### src/rtl/spi_target.sv
`default_nettype none
// ============================================================================
//  Module      : spi_target
//  Description : SPI mode-0 target. Oversamples csn/sclk/mosi on clk, emits
//                each received byte as a one-cycle pulse and shifts transmit
//                bytes out of a one-entry holding register.
//  Revision    : 1.0 - initial release
// ============================================================================
module spi_target #(
  parameter logic [7:0] DEFAULT_TX  = 8'hFF,
  parameter int         SYNC_STAGES = 2
) (
  input  logic       clk,
  input  logic       reset_n_i,
  input  logic       spi_csn_i,
  input  logic       spi_sclk_i,
  input  logic       spi_mosi_i,
  output logic       spi_miso_o,
  output logic       spi_miso_oe_o,
  output logic [7:0] rx_data_o,
  output logic       rx_valid_o,
  input  logic [7:0] tx_data_i,
  input  logic       tx_valid_i,
  output logic       tx_ready_o,
  output logic       tx_underrun_o,
  output logic       busy_o
);

  typedef enum logic [0:0] {
    ST_IDLE   = 1'b0,
    ST_ACTIVE = 1'b1
  } state_t;

  // Synchronizer chains; the last stage is the clk-domain view of each pin.
  logic [SYNC_STAGES-1:0] csn_sync_q, csn_sync_d;
  logic [SYNC_STAGES-1:0] sclk_sync_q, sclk_sync_d;
  logic [SYNC_STAGES-1:0] mosi_sync_q, mosi_sync_d;
  logic                   csn_prev_q, sclk_prev_q;

  state_t     state_q, state_d;
  logic [2:0] bit_cnt_q, bit_cnt_d;
  logic [7:0] rx_shift_q, rx_shift_d;
  logic [7:0] tx_shift_q, tx_shift_d;
  logic [7:0] hold_q, hold_d;
  logic       hold_full_q, hold_full_d;
  logic       byte_done_q, byte_done_d;
  logic       miso_q, miso_d;
  logic [7:0] rx_data_q, rx_data_d;
  logic       rx_valid_q, rx_valid_d;
  logic       underrun_q, underrun_d;

  logic       csn_s, sclk_s, mosi_s;
  logic       csn_fall, csn_rise, sclk_rise, sclk_fall;
  logic       do_load;
  logic [7:0] load_byte;
  logic [7:0] rx_next;

  // Shift each pin one stage deeper into the clk domain.
  always_comb begin
    csn_sync_d  = {csn_sync_q[SYNC_STAGES-2:0],  spi_csn_i};
    sclk_sync_d = {sclk_sync_q[SYNC_STAGES-2:0], spi_sclk_i};
    mosi_sync_d = {mosi_sync_q[SYNC_STAGES-2:0], spi_mosi_i};
  end

  assign csn_s     = csn_sync_q[SYNC_STAGES-1];
  assign sclk_s    = sclk_sync_q[SYNC_STAGES-1];
  assign mosi_s    = mosi_sync_q[SYNC_STAGES-1];
  assign csn_fall  = csn_prev_q & ~csn_s;
  assign csn_rise  = ~csn_prev_q & csn_s;
  assign sclk_rise = ~sclk_prev_q & sclk_s;
  assign sclk_fall = sclk_prev_q & ~sclk_s;

  // Byte to present at a byte boundary: held data if any, otherwise the filler.
  assign load_byte = hold_full_q ? hold_q : DEFAULT_TX;
  assign rx_next   = {rx_shift_q[6:0], mosi_s};

  // Frame sequencing, shift registers and the tx holding-register handshake.
  always_comb begin
    state_d     = state_q;
    bit_cnt_d   = bit_cnt_q;
    rx_shift_d  = rx_shift_q;
    tx_shift_d  = tx_shift_q;
    hold_d      = hold_q;
    hold_full_d = hold_full_q;
    byte_done_d = byte_done_q;
    miso_d      = miso_q;
    rx_data_d   = rx_data_q;
    rx_valid_d  = 1'b0;
    underrun_d  = 1'b0;
    do_load     = 1'b0;

    // csn edges take priority over any coincident sclk edge.
    if (csn_fall) begin
      state_d     = ST_ACTIVE;
      bit_cnt_d   = 3'd0;
      byte_done_d = 1'b0;
      do_load     = 1'b1;
      miso_d      = load_byte[7];
    end else if (csn_rise) begin
      state_d     = ST_IDLE;
      bit_cnt_d   = 3'd0;
      rx_shift_d  = 8'h00;
      byte_done_d = 1'b0;
      miso_d      = 1'b1;
    end else if (state_q == ST_ACTIVE) begin
      if (sclk_rise) begin
        rx_shift_d = rx_next;
        bit_cnt_d  = bit_cnt_q + 3'd1;
        if (bit_cnt_q == 3'd7) begin
          rx_data_d   = rx_next;
          rx_valid_d  = 1'b1;
          byte_done_d = 1'b1;
        end
      end else if (sclk_fall) begin
        if (byte_done_q) begin
          byte_done_d = 1'b0;
          do_load     = 1'b1;
          miso_d      = load_byte[7];
        end else begin
          tx_shift_d = {tx_shift_q[6:0], 1'b1};
          miso_d     = tx_shift_q[6];
        end
      end
    end

    if (do_load) begin
      tx_shift_d = load_byte;
      if (hold_full_q) hold_full_d = 1'b0;
      else             underrun_d  = 1'b1;
    end

    // Acceptance is based on this cycle's ready, so a byte offered while the
    // holding register is being drained waits until the next cycle.
    if (tx_valid_i && !hold_full_q) begin
      hold_d      = tx_data_i;
      hold_full_d = 1'b1;
    end
  end

  // Register all state; async reset returns every output to its idle value.
  always_ff @(posedge clk or negedge reset_n_i) begin
    if (!reset_n_i) begin
      csn_sync_q  <= '1;
      sclk_sync_q <= '0;
      mosi_sync_q <= '0;
      csn_prev_q  <= 1'b1;
      sclk_prev_q <= 1'b0;
      state_q     <= ST_IDLE;
      bit_cnt_q   <= 3'd0;
      rx_shift_q  <= 8'h00;
      tx_shift_q  <= DEFAULT_TX;
      hold_q      <= 8'h00;
      hold_full_q <= 1'b0;
      byte_done_q <= 1'b0;
      miso_q      <= 1'b1;
      rx_data_q   <= 8'h00;
      rx_valid_q  <= 1'b0;
      underrun_q  <= 1'b0;
    end else begin
      csn_sync_q  <= csn_sync_d;
      sclk_sync_q <= sclk_sync_d;
      mosi_sync_q <= mosi_sync_d;
      csn_prev_q  <= csn_s;
      sclk_prev_q <= sclk_s;
      state_q     <= state_d;
      bit_cnt_q   <= bit_cnt_d;
      rx_shift_q  <= rx_shift_d;
      tx_shift_q  <= tx_shift_d;
      hold_q      <= hold_d;
      hold_full_q <= hold_full_d;
      byte_done_q <= byte_done_d;
      miso_q      <= miso_d;
      rx_data_q   <= rx_data_d;
      rx_valid_q  <= rx_valid_d;
      underrun_q  <= underrun_d;
    end
  end

  assign spi_miso_o    = miso_q;
  assign spi_miso_oe_o = (state_q == ST_ACTIVE);
  assign busy_o        = (state_q == ST_ACTIVE);
  assign rx_data_o     = rx_data_q;
  assign rx_valid_o    = rx_valid_q;
  assign tx_ready_o    = ~hold_full_q;
  assign tx_underrun_o = underrun_q;

endmodule
`default_nettype wire

### config.mk
export PLATFORM = sky130hd
export DESIGN_NAME = spi_target
export DESIGN_NICKNAME = d
export VERILOG_FILES = /design/src/rtl/spi_target.sv
export SDC_FILE = /design/constraint.sdc
export NUM_CORES = 1
export LEC_CHECK = 0
export BUFFER_PORTS_ARGS = -buffer_cell sky130_fd_sc_hd__buf_4
export CAP_MARGIN = 20
export CELL_PAD_IN_SITES_DETAIL_PLACEMENT = 2
export CELL_PAD_IN_SITES_GLOBAL_PLACEMENT = 2
export CORE_ASPECT_RATIO = 0.8
export CORE_MARGIN = 2
export CORE_UTILIZATION = 37
export DETAILED_ROUTE_END_ITERATION = 8
export PLACE_DENSITY_LB_ADDON = 0.05
export SYNTH_ARGS = -nofsm -noshare
export SYNTH_HDL_FRONTEND = slang
export SYNTH_SLANG_ARGS = --single-unit
### constraint.sdc
create_clock -name clk -period 2 [get_ports clk]
set_input_delay 0.1 -clock clk [delete_from_list [all_inputs] [get_ports clk]]
set_output_delay 0.1 -clock clk [all_outputs]
set_load 0.05 [all_outputs]
Word level (Yosys, flattened, before mapping)
Cells that the tools add are included.
{ "word_totals": {"inputBits": 14, "elab_cells": 97, "reg_bits": 47} }
{ "op_classes": {"n_bitwise": 11, "add_sub_neg": 1, "n_eq_ne": 7, "reduce_logical": 18, "mux": 44} }
{ "op_table": {"columns": ["operator", "count"], "rows": [
  ["$mux W7", 10],
  ["$mux W1", 29],
  ["$mux W3", 4],
  ["$reduce_bool A2 Y1", 6],
  ["$reduce_and A3 Y1", 3],
  ["$reduce_bool A3 Y1", 3],
  ["$mux W8", 1],
  ["$ne A2 B1 Y1 const B", 4],
  ["$not A1 Y1", 7],
  ["$reduce_and A6 Y1", 1],
  ["$reduce_and A5 Y1", 1],
  ["$and A1 B1 Y1", 4],
  ["$ne A4 B3 Y1 const B", 1],
  ["$reduce_bool A4 Y1", 1],
  ["$add A3 B1 Y3 const B", 1],
  ["$eq A3 B3 Y1 const B", 1],
  ["$ne A3 B3 Y1 const B", 1],
  ["$reduce_and A2 Y1", 1],
  ["$logic_and A1 B1 Y1", 1],
  ["$logic_not A1 Y1", 1]
]} }

Longest topological paths before layout
Gate-level depths: netlist (run 1).
{ "depth": {"word_depth": 9, "ltp_mapped": 7, "depth_no_buf": 6} }

Least setup slack after synthesis (run 1)
OpenSTA, ideal clock, no wires.
{ "synth_timing": {"path_type": "register to register", "start": "register csn_prev_q", "end": "register tx_shift_q[1]", "path_slack_ps": 250, "path_buffers": 1, "path_stages_with_launch": 8, "arrival_ps": 1673, "path_cell_list": "dfstp_2 > inv_1 > ha_1 > or2_0 > or3_1 > buf_2 > o22a_1 > o21a_1"} }
{ "synth_via": {"elab_chain_cells": 6, "elab_cells_between_ends": 13, "cone_classes": "eq/ne (4); mux (3); bitwise (3); reduce/logical (3)"} }
{ "synth_lines": {"columns": ["element", "line", "source"], "rows": [
  ["from (decl)", "38", "logic csn_prev_q, sclk_prev_q;"],
  ["from (signal assigned)", "163", "csn_prev_q <= csn_s;"],
  ["$not A1 Y1", "69", "assign csn_rise = ~csn_prev_q & csn_s;"],
  ["$and A1 B1 Y1", "69", null],
  ["$mux W1", "99", "end else if (csn_rise) begin"],
  ["$mux W1", "93", "if (csn_fall) begin"],
  ["$ne A2 B1 Y1 (no line) / $reduce_bool A2 Y1 (equally long branches)", null, null],
  ["$reduce_and A6 Y1 (no line)", null, null],
  ["to (signal assigned)", "168", "tx_shift_q <= tx_shift_d;"],
  ["to (decl)", "43", "logic [7:0] tx_shift_q, tx_shift_d;"]
]} }
Parallel ways exist; a longest one is shown, timed or not.
A chain may end at the register's enable or synchronous reset.

Worst setup path in the final report (run 1)
{ "layout_timing": {"start": "register csn_sync_q[1]", "end": "register rx_shift_q[3]"} }
{ "layout_via": {"elab_chain_cells": 4, "elab_cells_between_ends": 8, "cone_classes": "mux (1); bitwise (4); reduce/logical (3)"} }
{ "layout_lines": {"columns": ["element", "line", "source"], "rows": [
  ["from (decl)", "35", "logic [SYNC_STAGES-1:0] csn_sync_q, csn_sync_d;"],
  ["from (signal assigned)", "160", "csn_sync_q <= csn_sync_d;"],
  ["$not A1 Y1", "68", "assign csn_fall = csn_prev_q & ~csn_s;"],
  ["$and A1 B1 Y1", "68", null],
  ["$not A1 Y1 (no line)", null, null],
  ["$reduce_and A3 Y1 (no line)", null, null],
  ["to (signal assigned)", "167", "rx_shift_q <= rx_shift_d;"],
  ["to (decl)", "42", "logic [7:0] rx_shift_q, rx_shift_d;"]
]} }
Parallel ways exist; a longest one is shown, timed or not.

==> results.env, run 1 <==
FINAL_LAYOUT_SIZE_SUFFIX_GT1_SHARE_PCT=36.22
STATIC-LEAKAGE-POWER_nW=1.109
SYNTH_COMPOUND_AREA_SHARE_PCT=14.66
REPORT.FINAL.SLEW_VIOL_COUNT=0
PWR-SHARE-CLK_PCT=26.8
INSERTION_DELAY_PS=310
TIMING.CRITICAL_PATH.SLOWEST_CELL_DELAY_PS=550
CLK_PIN_SLEW_PS=90
YS_FF_LATCH=47
CRIT_PATH_CELL_TRACE='ha_2 > buf_4 > a21oi_1 > buf_4 > or4_1 > o21ai_0'
FILLCELL_TOTAL=500
GRT_PASS1_VIAS=1469
DP_HPWL_UM=3220
CRITPATHKIND='reg -> reg'
EFFECTIVE_UTILIZATION_AT_FLOORPLAN_PCT=38.63
CLOCK-SKEW-FINAL_PS=9.664
MAXSLEWHEADROOM_PCT=60.86
WORSTHOLDPATHTYPE='in -> reg'
POWER_FRAC_SEQ_PCT=52.9
PIN_COUNT=28
FP-ROW-COUNT=23
SYNTH_ASYNC_SR_FLOP_SHARE_PCT=100.0
SYNTH_TOP_FAMILY_BY_AREA='compound AO/OA/AOI/OAI gates'
DIE_Y_UM=68.86
YOSYS_SYNTHESIS_WARNING_COUNT=0
WIRELENGTH_UM=4460
SYNTH_ENABLE_FLOP_CELLS=0
MAPPEDNETLISTNETS=177
CORE_REGION_AREA_UM2=5036
CTS.HTREE.LEVELS=2
DRT_DRC_VIOLATIONS_LEFT=0
POSTLAYOUTCELLAREA_UM2=2394
P_INT_mW=1.711
CRITPATHSLOWESTCELL='dfstp_2'
AREA.GROWTH.SYNTH_TO_FINAL_PCT=23.02
REPORT.FINAL.SETUP_VIOL=0
FINAL_CORE_UTILIZATION_PCT=47.53
SYNTH-ADDER-AREA-SHARE_PCT=3.859
SWITCHING_POWER_uW=698.1
OVERALL_DIE_AREA_UM2=5858
CAP_VIOL_MAX_COUNT=0
POWER_FRAC_COMB_PCT=20.2
STATUS='finished, final reports clean'
GLOBAL_ROUTE_WIRE_LENGTH_BEFORE_REPAIR_UM=7465
POST_SYNTH_INST_COUNT=157
TIGHTEST_SLEW_PS=587.1
ROUTE.DETAILED.VIAS_PER_INST=5.287
NUMBER_OF_ANTENNA_VIOLATING_NETS_IN_THE_ROUTED_DESIGN=0
GRT_SETUP_UNREPAIRED='false'
FINAL_CELLS=258
FIN_TNS_SETUP_PS=0
PLACE.PORT_BUFFERS=27
FIN_CRIT_SH_PCT=92.09
NETLIST_TOP_CELLS_AREA='dfrtp_1 46%, dfstp_2 15%, mux2_2 6.4%'
SYNTH_AREA_PER_CELL_UM2=12.39
SYNTH_XOR_XNOR_AREA_SHARE_PCT=0
PEAKVDDDROP_uV=683.4
TOT_PWR_mW=2.409
SYNTH.TOP_CELL.AREA_SHARE_PCT=46.30
YOSYS_MOST_USED_DFF='dfrtp_1'
CP_COMMON_CELL='buf_4'
ANTENNA_CELLS=0
POST_CTS.REPAIR.SETUP_BUFFERS=0
CTS_INSERTED_BUFFERS=5
PERIOD_NEEDED_PS=1842
WORST-ENDPOINT-ARRIVAL_PS=2070
DRT_PRE_ANTENNA_ITERS=4
SYNTH.YOSYS.SEQ_AREA_SHARE_PCT=61.16
MUXSHAREOFSYNTHAREA_PCT=6.367
AVGROUTEDWIREPERCELL_UM=17.29
GLOBAL_ROUTE.USAGE.TOTAL_PCT=17.30
CRITPATHMAXFANOUT=9
GRT_MAX_DEGREE=48
DETAIL_ROUTE.ITER0.VIOLATIONS=45
CRITPATHCAPTURETYPE='flop'
FIN_NETS=215
CLOCK.FMAX_MHz=543.0
CLOCK-SINKS=47
CLOCK_TREE_FROM_TRITONCTS='built'
DETAILED_PLACE.AREA_UM2=2242
CELL_AREA_AFTER_SYNTHESIS_UM2=1946
CRITICAL_PATH_REQUIRED_PS=2230
DIE_X_UM=85.08
GRT_ANTENNA_BEFORE_REPAIR=0
NETLIST-CELL-TYPE-COUNT=33
ROOT_BUFFER='clkbuf_8'
POWER_DENSITY_nW_PER_UM2=1006
DP.CELLS=246
PATH_BUF_INV=2
SYNTH_SIMPLE_GATE_AREA_SHARE_PCT=9.775
SYNTHDOMINANTAREACELLTYPE='dfrtp_1'
CTSLONGESTPATHBUFFERS=2
FINALHOLDVIOLCOUNT=0
NETSWITCHINGFRACTION_PCT=28.98
PATH_DELAY_FAMILY='flip-flops'
VIA_COUNT=1364
PLACE_CONGESTION=0.7845
CRITICAL_PATH.STARTPOINT_TYPE='flop'
GRT-OVFL-TOTAL=0
## synth_stat cells, drive strengths merged, types with 3 or more instances
master	instances
dfrtp	36
o21ai	17
inv	14
dfstp	11
mux2	11
nand2	9
o22a	7
ha	6
o21a	6
or4	5
nor2	4
a21oi	3
buf	3
clkbuf	3
nand3b	3
## final timing paths
check                         startpoint              to  slack [ps]  cells after the start
setup / recovery           csn_sync_q[1]   rx_shift_q[3]         160                      6
hold / removal              tx_data_i[0]       hold_q[0]          20                      2
setup reg to reg           csn_sync_q[1]   rx_shift_q[3]         160                      6
hold reg to reg            csn_sync_q[0]   csn_sync_q[1]         360                      0
max in group asynchronous      reset_n_i    bit_cnt_q[0]        1260                      2
min in group asynchronous      reset_n_i  sclk_sync_q[1]         340                      2
## flip-flops by register name (all words and copies together), names as in the netlist, 2 cells and up
register and flops:
hold_q 8, rx_data_o 8, rx_shift_q 7, tx_shift_q 7
bit_cnt_q 3, csn_sync_q 2, mosi_sync_q 2, sclk_sync_q 2
## worst register-to-register path, delay by kind of cell, from the launching register on
kind	cells	cell delay (ps)
adders and majority gates	1	230
DFF	1	550
AOI/OAI and AO/OA	2	190
buffers and inverters	2	350
and+or+nand+nor	1	450
## layer usage
| layer | share of wire, % | vias to the layer above | track usage [%] |
|---|---|---|---|
| li1 | - | 623 | - |
| met1 | 43 | 709 | 20.55 |
| met5 | 0 | - | 0 |
| met4 | 1.8 | 0 | 7.738 |
| met2 | 52 | 23 | 30.27 |
| met3 | 2.8 | 9 | 4.405 |
## power by group through the flow
stage          Sequential, mW  Clock (mW)  Combinational (mW)
3_5_place_dp             1.30           0               0.488
2_1_floorplan            1.30           0               0.298
3_3_place_gp             1.28           0               0.455
4_1_cts                  1.28       0.668               0.498
5_1_grt                  1.30       0.719               0.533
6_report                 1.28       0.646               0.488
## cells in the final DEF (no fill, tap or decap), types with 2 or more instances in the layout
master / netlist / routed
o22a_1: 7 / 7
or4_1: 5 / 5
clkbuf_8: 0 / 7
a22o_1: 2 / 2
nand2_1: 9 / 9
mux2_2: 11 / 11
dlygate4sd3_1: 0 / 4
ha_1: 6 / 5
nor2b_1: 2 / 2
buf_4: 1 / 33
a21oi_1: 3 / 3
inv_1: 14 / 14
nor2_1: 4 / 4
nand3b_1: 2 / 2
dfrtp_1: 36 / 36
o21a_1: 6 / 6
nand2b_1: 2 / 2
o21ai_0: 17 / 17
dfstp_2: 11 / 11
## through the flow
| step | setup slack (ps) | hold WS (ps) |
|---|---|---|
| after detailed placement | 83.16 | 152.4 |
| after CTS | 60.76 | 13.14 |
| after global routing | 72.00 | 4.044 |
| after global placement | 174.0 | 140.9 |
| after floorplan | 249.8 | -195.6 |
| final | 158.3 | 22.66 |
## kinds of logic (layout without fill, tap and decap cells)
logic type,Yosys count,after routing
fa+ha+maj,6,6
buf+inv,20,59
simple gates,31,31
compound gates,42,42
flops,47,47
mux,11,11
## area by class of cell
| type | count | area, um^2 | area share (%) |
|---|---|---|---|
| clock inverters | 1 | 7.507 | 0.3136 |
| multi-input cells | 90 | 681.9 | 28.49 |
| clock buffers | 7 | 96.34 | 4.025 |
| well taps | 62 | 77.57 | 3.241 |
| repair buffers | 37 | 287.8 | 12.02 |
| inverters | 14 | 52.55 | 2.196 |
| flip-flops and latches | 47 | 1190 | 49.71 |
## timing repair
action                                  in CTS  in global routing
endpoints found under the setup margin       0                  6
gates resized for setup                      0                  2
hold endpoints to repair                    39                  0
hold buffers                                 4                  0
No activity file was read; power rests on OpenSTA's default activity.
==> inputs of run 2 (changes only) <==
- CORE_MARGIN: 2 -> 4
- clock period: 2 -> 1.9 ns (I/O delays scaled with it)
==> run 2 against run 1 <==
Utilization up 0.87 points. Fmax up 0.18%. Via count down 0.66%. Cell count up 1.6%. Setup slack worse by 97 ps. Power up 8.1%. Clock skew about the same. Hold slack worse by 2.1 ps. Global-route usage down 1.3 points. Combinational power up 6.8%. Design area up 1.8%.
==> results.env, run 2 (synthesized netlist as in run 1, its figures left out) <==
STATUS='finished, final reports clean'
POWER_FRAC_COMB_PCT=20.0  # -0.2 points
FIN_NETS=219  # +1.9%
ROUTE.LAYER.MET1.WL_UM=1952  # +0.62%
WORST-ENDPOINT-ARRIVAL_PS=2080  # about the same
CLOCK-SINKS=47  # unchanged
PLACE_CONGESTION=0.7625  # -2.8%
GRT_MAX_DEGREE=48  # unchanged
FP-ROW-COUNT=23  # unchanged
DETAIL_ROUTE.ITER0.VIOLATIONS=45  # unchanged
SWITCHING_POWER_uW=733.4  # +5.1%
PERIOD_NEEDED_PS=1838  # -3.345 ps
INSERTION_DELAY_PS=310  # about the same
GLOBAL_ROUTE.USAGE.TOTAL_PCT=16.01  # -1.3 points
CTSLONGESTPATHBUFFERS=2  # unchanged
STATIC-LEAKAGE-POWER_nW=1.128  # +1.7%
ROOT_BUFFER='clkbuf_8'
WORSTHOLDPATHTYPE='in -> reg'
WIRELENGTH_UM=4486  # +0.58%
MET3_WIRELENGTH_UM=165  # +30%
POSTLAYOUTCELLAREA_UM2=2437  # +1.8%
DP_HPWL_UM=3136  # -2.6%
CLOCK-SKEW-FINAL_PS=9.848  # +0.1841 ps
DRT_DRC_VIOLATIONS_LEFT=0  # unchanged
FINAL_CELLS=262  # +1.6%
PIN_COUNT=28  # unchanged
GRT-OVFL-TOTAL=0  # unchanged
CRITPATHMAXFANOUT=7  # -2
CORE_REGION_AREA_UM2=5036  # unchanged
EFFECTIVE_UTILIZATION_AT_FLOORPLAN_PCT=38.63  # unchanged
NETSWITCHINGFRACTION_PCT=28.18  # -0.80 points
CLK_PIN_SLEW_PS=80  # about the same
GRT_ANTENNA_BEFORE_REPAIR=0  # unchanged
REPORT.FINAL.SETUP_VIOL=0  # unchanged
NUMBER_OF_ANTENNA_VIOLATING_NETS_IN_THE_ROUTED_DESIGN=0  # unchanged
OVERALL_DIE_AREA_UM2=6490  # +11%
PEAKVDDDROP_uV=583.4  # -15%
FIN_TNS_SETUP_PS=0  # unchanged
ANTENNA_CELLS=0  # unchanged
DETAILED_PLACE.AREA_UM2=2250  # +0.33%
DP.CELLS=247  # +0.41%
MAXSLEWHEADROOM_PCT=60.12  # -0.74 points
CAP_VIOL_MAX_COUNT=0  # unchanged
P_INT_mW=1.870  # +9.3%
CLOCK_TREE_FROM_TRITONCTS='built'
DIE_Y_UM=72.86  # +5.8%
CRITPATHKIND='reg -> reg'
POWER_DENSITY_nW_PER_UM2=1068  # +6.1%
HOLD_SLACK_PS=20.56  # -2.102 ps
VIA_COUNT=1355  # -0.66%
PWR-SHARE-CLK_PCT=28.4  # +1.6 points
AVGROUTEDWIREPERCELL_UM=17.12  # -0.95%
LAYOUT_COMMONEST_CELL='dfrtp_1'
DIE_X_UM=89.08  # +4.7%
AREA.GROWTH.SYNTH_TO_FINAL_PCT=25.27
GLOBAL_ROUTE_WIRE_LENGTH_BEFORE_REPAIR_UM=7659  # +2.6%
TIGHTEST_SLEW_PS=598.2  # +11.11 ps
ROUTE.MET2.WL_UM=2287  # -1.0%
CRITICAL_PATH.STARTPOINT_TYPE='flop'
PLACE.PORT_BUFFERS=27  # unchanged
CTS_INSERTED_BUFFERS=5  # unchanged
LAYOUT.CELLS.MOST_COMMON_LIST='36 x dfrtp_1, 35 x buf_4, 17 x o21ai_0'
FIN_CRIT_SH_PCT=96.76  # +4.7 points
REPORT.FINAL.SLEW_VIOL_COUNT=0  # unchanged
CRITPATHCAPTURETYPE='flop'
CLOCK.FMAX_MHz=544.0  # +0.18%
FINAL_LAYOUT_SIZE_SUFFIX_GT1_SHARE_PCT=36.50  # +0.28 points
FINALHOLDVIOLCOUNT=0  # unchanged
TOT_PWR_mW=2.603  # +8.1%
DRT_PRE_ANTENNA_ITERS=3  # -1
GRT_PASS1_VIAS=1535  # +4.5%
CRITICAL_PATH_REQUIRED_PS=2140  # -90 ps
ROUTE.DETAILED.VIAS_PER_INST=5.172  # -2.2%
ROUTED.TOP_LAYER='met4'
POWER_FRAC_SEQ_PCT=51.5  # -1.4 points
CTS.HTREE.LEVELS=2  # unchanged
[run 2: cell count changes in the layout (fill, tap and decap cells not counted), sizes merged]
cell	before	now
dlygate4sd3	4	6
bufinv	0	1
buf	33	35
clkbuf	7	6
[run 2: worst paths after layout]
check	slack (ps)	depth (start not counted)	startpoint	to
worst max register to register	60	6	csn_prev_q	tx_shift_q[5]
worst min-delay path	20	2	tx_data_i[7]	hold_q[7]
min in group asynchronous	330	2	reset_n_i	sclk_sync_q[0]
worst min register to register	360	0	mosi_sync_q[0]	mosi_sync_q[1]
max in group asynchronous	1160	2	reset_n_i	bit_cnt_q[0]
worst max-delay path	60	6	csn_prev_q	tx_shift_q[5]
[run 2: stage by stage]
step	setup WS, ps	util, %
finish	61.63	48.40
global route	-11.61	48.40
floorplan	149.8	-
detailed placement	1.772	44.67
CTS	25.46	47.95
global placement	85.61	44.67
[run 2: routing by layer]
layer	vias to the layer above	global-route usage, %
met2	22	25.86
met5	-	0
met1	688	19.91
met3	8	5.418
met4	0	5.950
li1	637	-
[run 2: cell type report]
type                            instances  area (um^2)
Inverter                               14        52.55
Clock buffer                            6        72.57
Clock inverter                          2        37.54
Fill cell                             499         2599
Sequential cell                        47         1190
Tap cell                               62        77.57
Timing Repair Buffer                   41        322.8
Multi-Input combinational cell         90        684.4
[run 2: worst max-delay path: stages, from the launching register on]
cell,delay (ps)
dfstp_2,540
inv_1,50
ha_2,200
or2_1,260
or3_4,420
o22a_1,200
o21a_1,110
[run 2: power groups by stage]
stage	clock [mW]	sequential, mW	combinational (mW)
after floorplan	0	1.36	0.314
after global placement	0	1.35	0.482
after detailed placement	0	1.36	0.517
after CTS	0.772	1.35	0.530
after global routing	0.831	1.37	0.581
final	0.740	1.34	0.521
[run 2: repair_timing]
| action | 4_1_cts | 5_1_grt |
|---|---|---|
| endpoints found under the hold margin | 40 | 1 |
| hold buffers | 5 | 1 |
| buffers inserted | 0 | 1 |
| endpoints found under the setup margin | 6 | 11 |
| gates resized for setup | 1 | 3 |
| pin swaps | 0 | 2 |
==> inputs of run 3 (changes only) <==
- CORE_UTILIZATION: 37 -> 40
- clock period: 1.9 -> 2.3 ns (I/O delays scaled with it)
==> run 3 against run 2 <==
Power is 23% lower. Cell count is 3.8% lower. Flip-flop and latch count unchanged. Sequential power decreased by 17%. Largest power group unchanged.
==> results.env, run 3 (synthesized netlist as in run 1, its figures left out) <==
ROUTE.DETAILED.VIAS_PER_INST=5.226  # +1.1%
PLACE_CONGESTION=0.7912  # +3.8%
POSTLAYOUTCELLAREA_UM2=2331  # -4.4%
WORST_SLACK_PS=255.8  # +194.2 ps
OVERALL_DIE_AREA_UM2=6051  # -6.8%
STATIC-LEAKAGE-POWER_nW=1.081  # -4.2%
PLACE.PORT_BUFFERS=27  # unchanged
CRITICAL_PATH.STARTPOINT_TYPE='flop'
PIN_COUNT=28  # unchanged
FP-ROW-COUNT=22  # -4.3%
FINALHOLDVIOLCOUNT=0  # unchanged
WHS_PATH_DEPTH=2  # unchanged
TIGHTEST_SLEW_PS=612.4  # +14.15 ps
HOLD_SLACK_PS=52.11  # +31.55 ps
HOLD_END='hold_q[3]'
CRITPATHKIND='reg -> reg'
FIN_CRIT_SH_PCT=88.88  # -7.9 points
GRT_ANTENNA_BEFORE_REPAIR=0  # unchanged
CRITPATHMAXFANOUT=15  # +8
DIE_Y_UM=70.38  # -3.4%
GLOBAL_ROUTE.USAGE.TOTAL_PCT=15.87  # -0.13 points
BEGINNING_OF_THE_CRITICAL_PATH='csn_prev_q'
LAYOUT.CELLS.MOST_COMMON_LIST='36 x dfrtp_1, 29 x buf_4, 17 x o21ai_0'
GLOBAL_ROUTE_WIRE_LENGTH_BEFORE_REPAIR_UM=7583  # -0.99%
POWER_DENSITY_nW_PER_UM2=858.0  # -20%
REPORT.FINAL.SLEW_VIOL_COUNT=0  # unchanged
CTS.HTREE.LEVELS=2  # unchanged
FINAL_CORE_UTILIZATION_PCT=50.11  # +1.7 points
WIRELENGTH_UM=4275  # -4.7%
GRT_SETUP_UNREPAIRED='false'
CLOCK_TREE_FROM_TRITONCTS='built'
WORST-ENDPOINT-ARRIVAL_PS=2270  # +190 ps
AVGROUTEDWIREPERCELL_UM=16.96  # -0.92%
REGTOREGSETUPSLACK_PS=260  # +190 ps
DRT_DRC_VIOLATIONS_LEFT=0  # unchanged
INSERTION_DELAY_PS=290  # -20 ps
CRITPATHCAPTURETYPE='flop'
WORSTREG2REGSTART='csn_prev_q'
PERIOD_NEEDED_PS=2044  # +205.8 ps
FIN_NETS=211  # -3.7%
CAP_VIOL_MAX_COUNT=0  # unchanged
STATUS='finished, final reports clean'
DETAILED_PLACE.AREA_UM2=2210  # -1.8%
CLK_PIN_SLEW_PS=80  # about the same
WORST-R2R-CELL-COUNT=6  # unchanged
ROOT_BUFFER='clkbuf_8'
CLOCK-SINKS=47  # unchanged
CORE_REGION_AREA_UM2=4652  # -7.6%
CLOCK-SKEW-FINAL_PS=7.033  # -2.815 ps
DP.CELLS=240  # -2.8%
DP_HPWL_UM=3077  # -1.9%
PEAKVDDDROP_uV=450.1  # -23%
DRT_PRE_ANTENNA_ITERS=4  # +1
ANTENNA_CELLS=0  # unchanged
ENDPOINT_OF_THE_MOST_CRITICAL_REGISTER_TO_REGISTER_PATH='tx_shift_q[6]'
DPL_WORST_SLACK_PS=301.4  # +299.6 ps
FIN_TNS_SETUP_PS=0  # unchanged
CRITICAL_PATH_REQUIRED_PS=2520  # +380 ps
MAXSLEWHEADROOM_PCT=59.17  # -0.94 points
FINAL_CELLS=252  # -3.8%
CTSLONGESTPATHBUFFERS=2  # unchanged
WORSTHOLDPATHTYPE='in -> reg'
DIE_X_UM=85.98  # -3.5%
VIA_COUNT=1317  # -2.8%
REPORT.FINAL.SETUP_VIOL=0  # unchanged
CTS_INSERTED_BUFFERS=5  # unchanged
HOLD_PATH_STARTPOINT='tx_data_i[3]'
NUMBER_OF_ANTENNA_VIOLATING_NETS_IN_THE_ROUTED_DESIGN=0  # unchanged
CLOCK.FMAX_MHz=489.2  # -10%
GRT-OVFL-TOTAL=0  # unchanged
TOT_PWR_mW=2.000  # -23%
AREA.GROWTH.SYNTH_TO_FINAL_PCT=19.81
FINAL_LAYOUT_SIZE_SUFFIX_GT1_SHARE_PCT=32.81  # -3.7 points
GRT_MAX_DEGREE=48  # unchanged
DETAIL_ROUTE.ITER0.VIOLATIONS=48  # +6.7%
POST_CTS.REPAIR.SETUP_BUFFERS=0  # unchanged
EFFECTIVE_UTILIZATION_AT_FLOORPLAN_PCT=41.82  # +3.2 points
GRT_PASS1_VIAS=1554  # +1.2%
LAYOUT_COMMONEST_CELL='dfrtp_1'
[run 3: worst max path at each step]
stage | slack, ps | cells after the start | endpoint
global placement | 360 | 5 | spi_miso_o
global route | 110 | 6 | tx_shift_q[6]
floorplan | 550 | 7 | tx_shift_q[1]
CTS | 240 | 6 | tx_shift_q[6]
detailed placement | 300 | 6 | tx_shift_q[4]
finish | 260 | 6 | tx_shift_q[6]
[run 3: cell type report]
class                      count  area (um^2)
multi-input combinational     90        674.4
clock buffer                   7        76.32
fill                         471         2321
timing repair buffer          33        257.7
sequential                    47         1190
inverter                      14        52.55
clock inverter                 1        5.005
tap                           60        75.07
[run 3: repair_timing]
item / CTS / global route
hold buffers: 4 / 0
resized for setup: 0 / 0
hold endpoints to repair: 39 / 0
[run 3: power by group]
part / switching (mW) / leakage [nW] / internal (mW) / total [mW]
logic: 0.221 / 0.459 / 0.197 / 0.418
clock network: 0.262 / 0.0422 / 0.214 / 0.476
registers: 0.0952 / 0.579 / 1.01 / 1.11
total: 0.578 / 1.08 / 1.42 / 2.00
[run 3: routing by layer]
layer	share of wire [%]	track usage, %
met1	44	19.91
met2	51	27.37
met3	3.9	4.245
met4	0.26	3.163
met5	0	0
[run 3: worst max-delay path: stages, from the launching register on]
cell     delay [ps]
dfstp_2         540
inv_1            40
ha_1            320
or2_0           290
or3_1           430
o22a_1          230
o21a_1          120
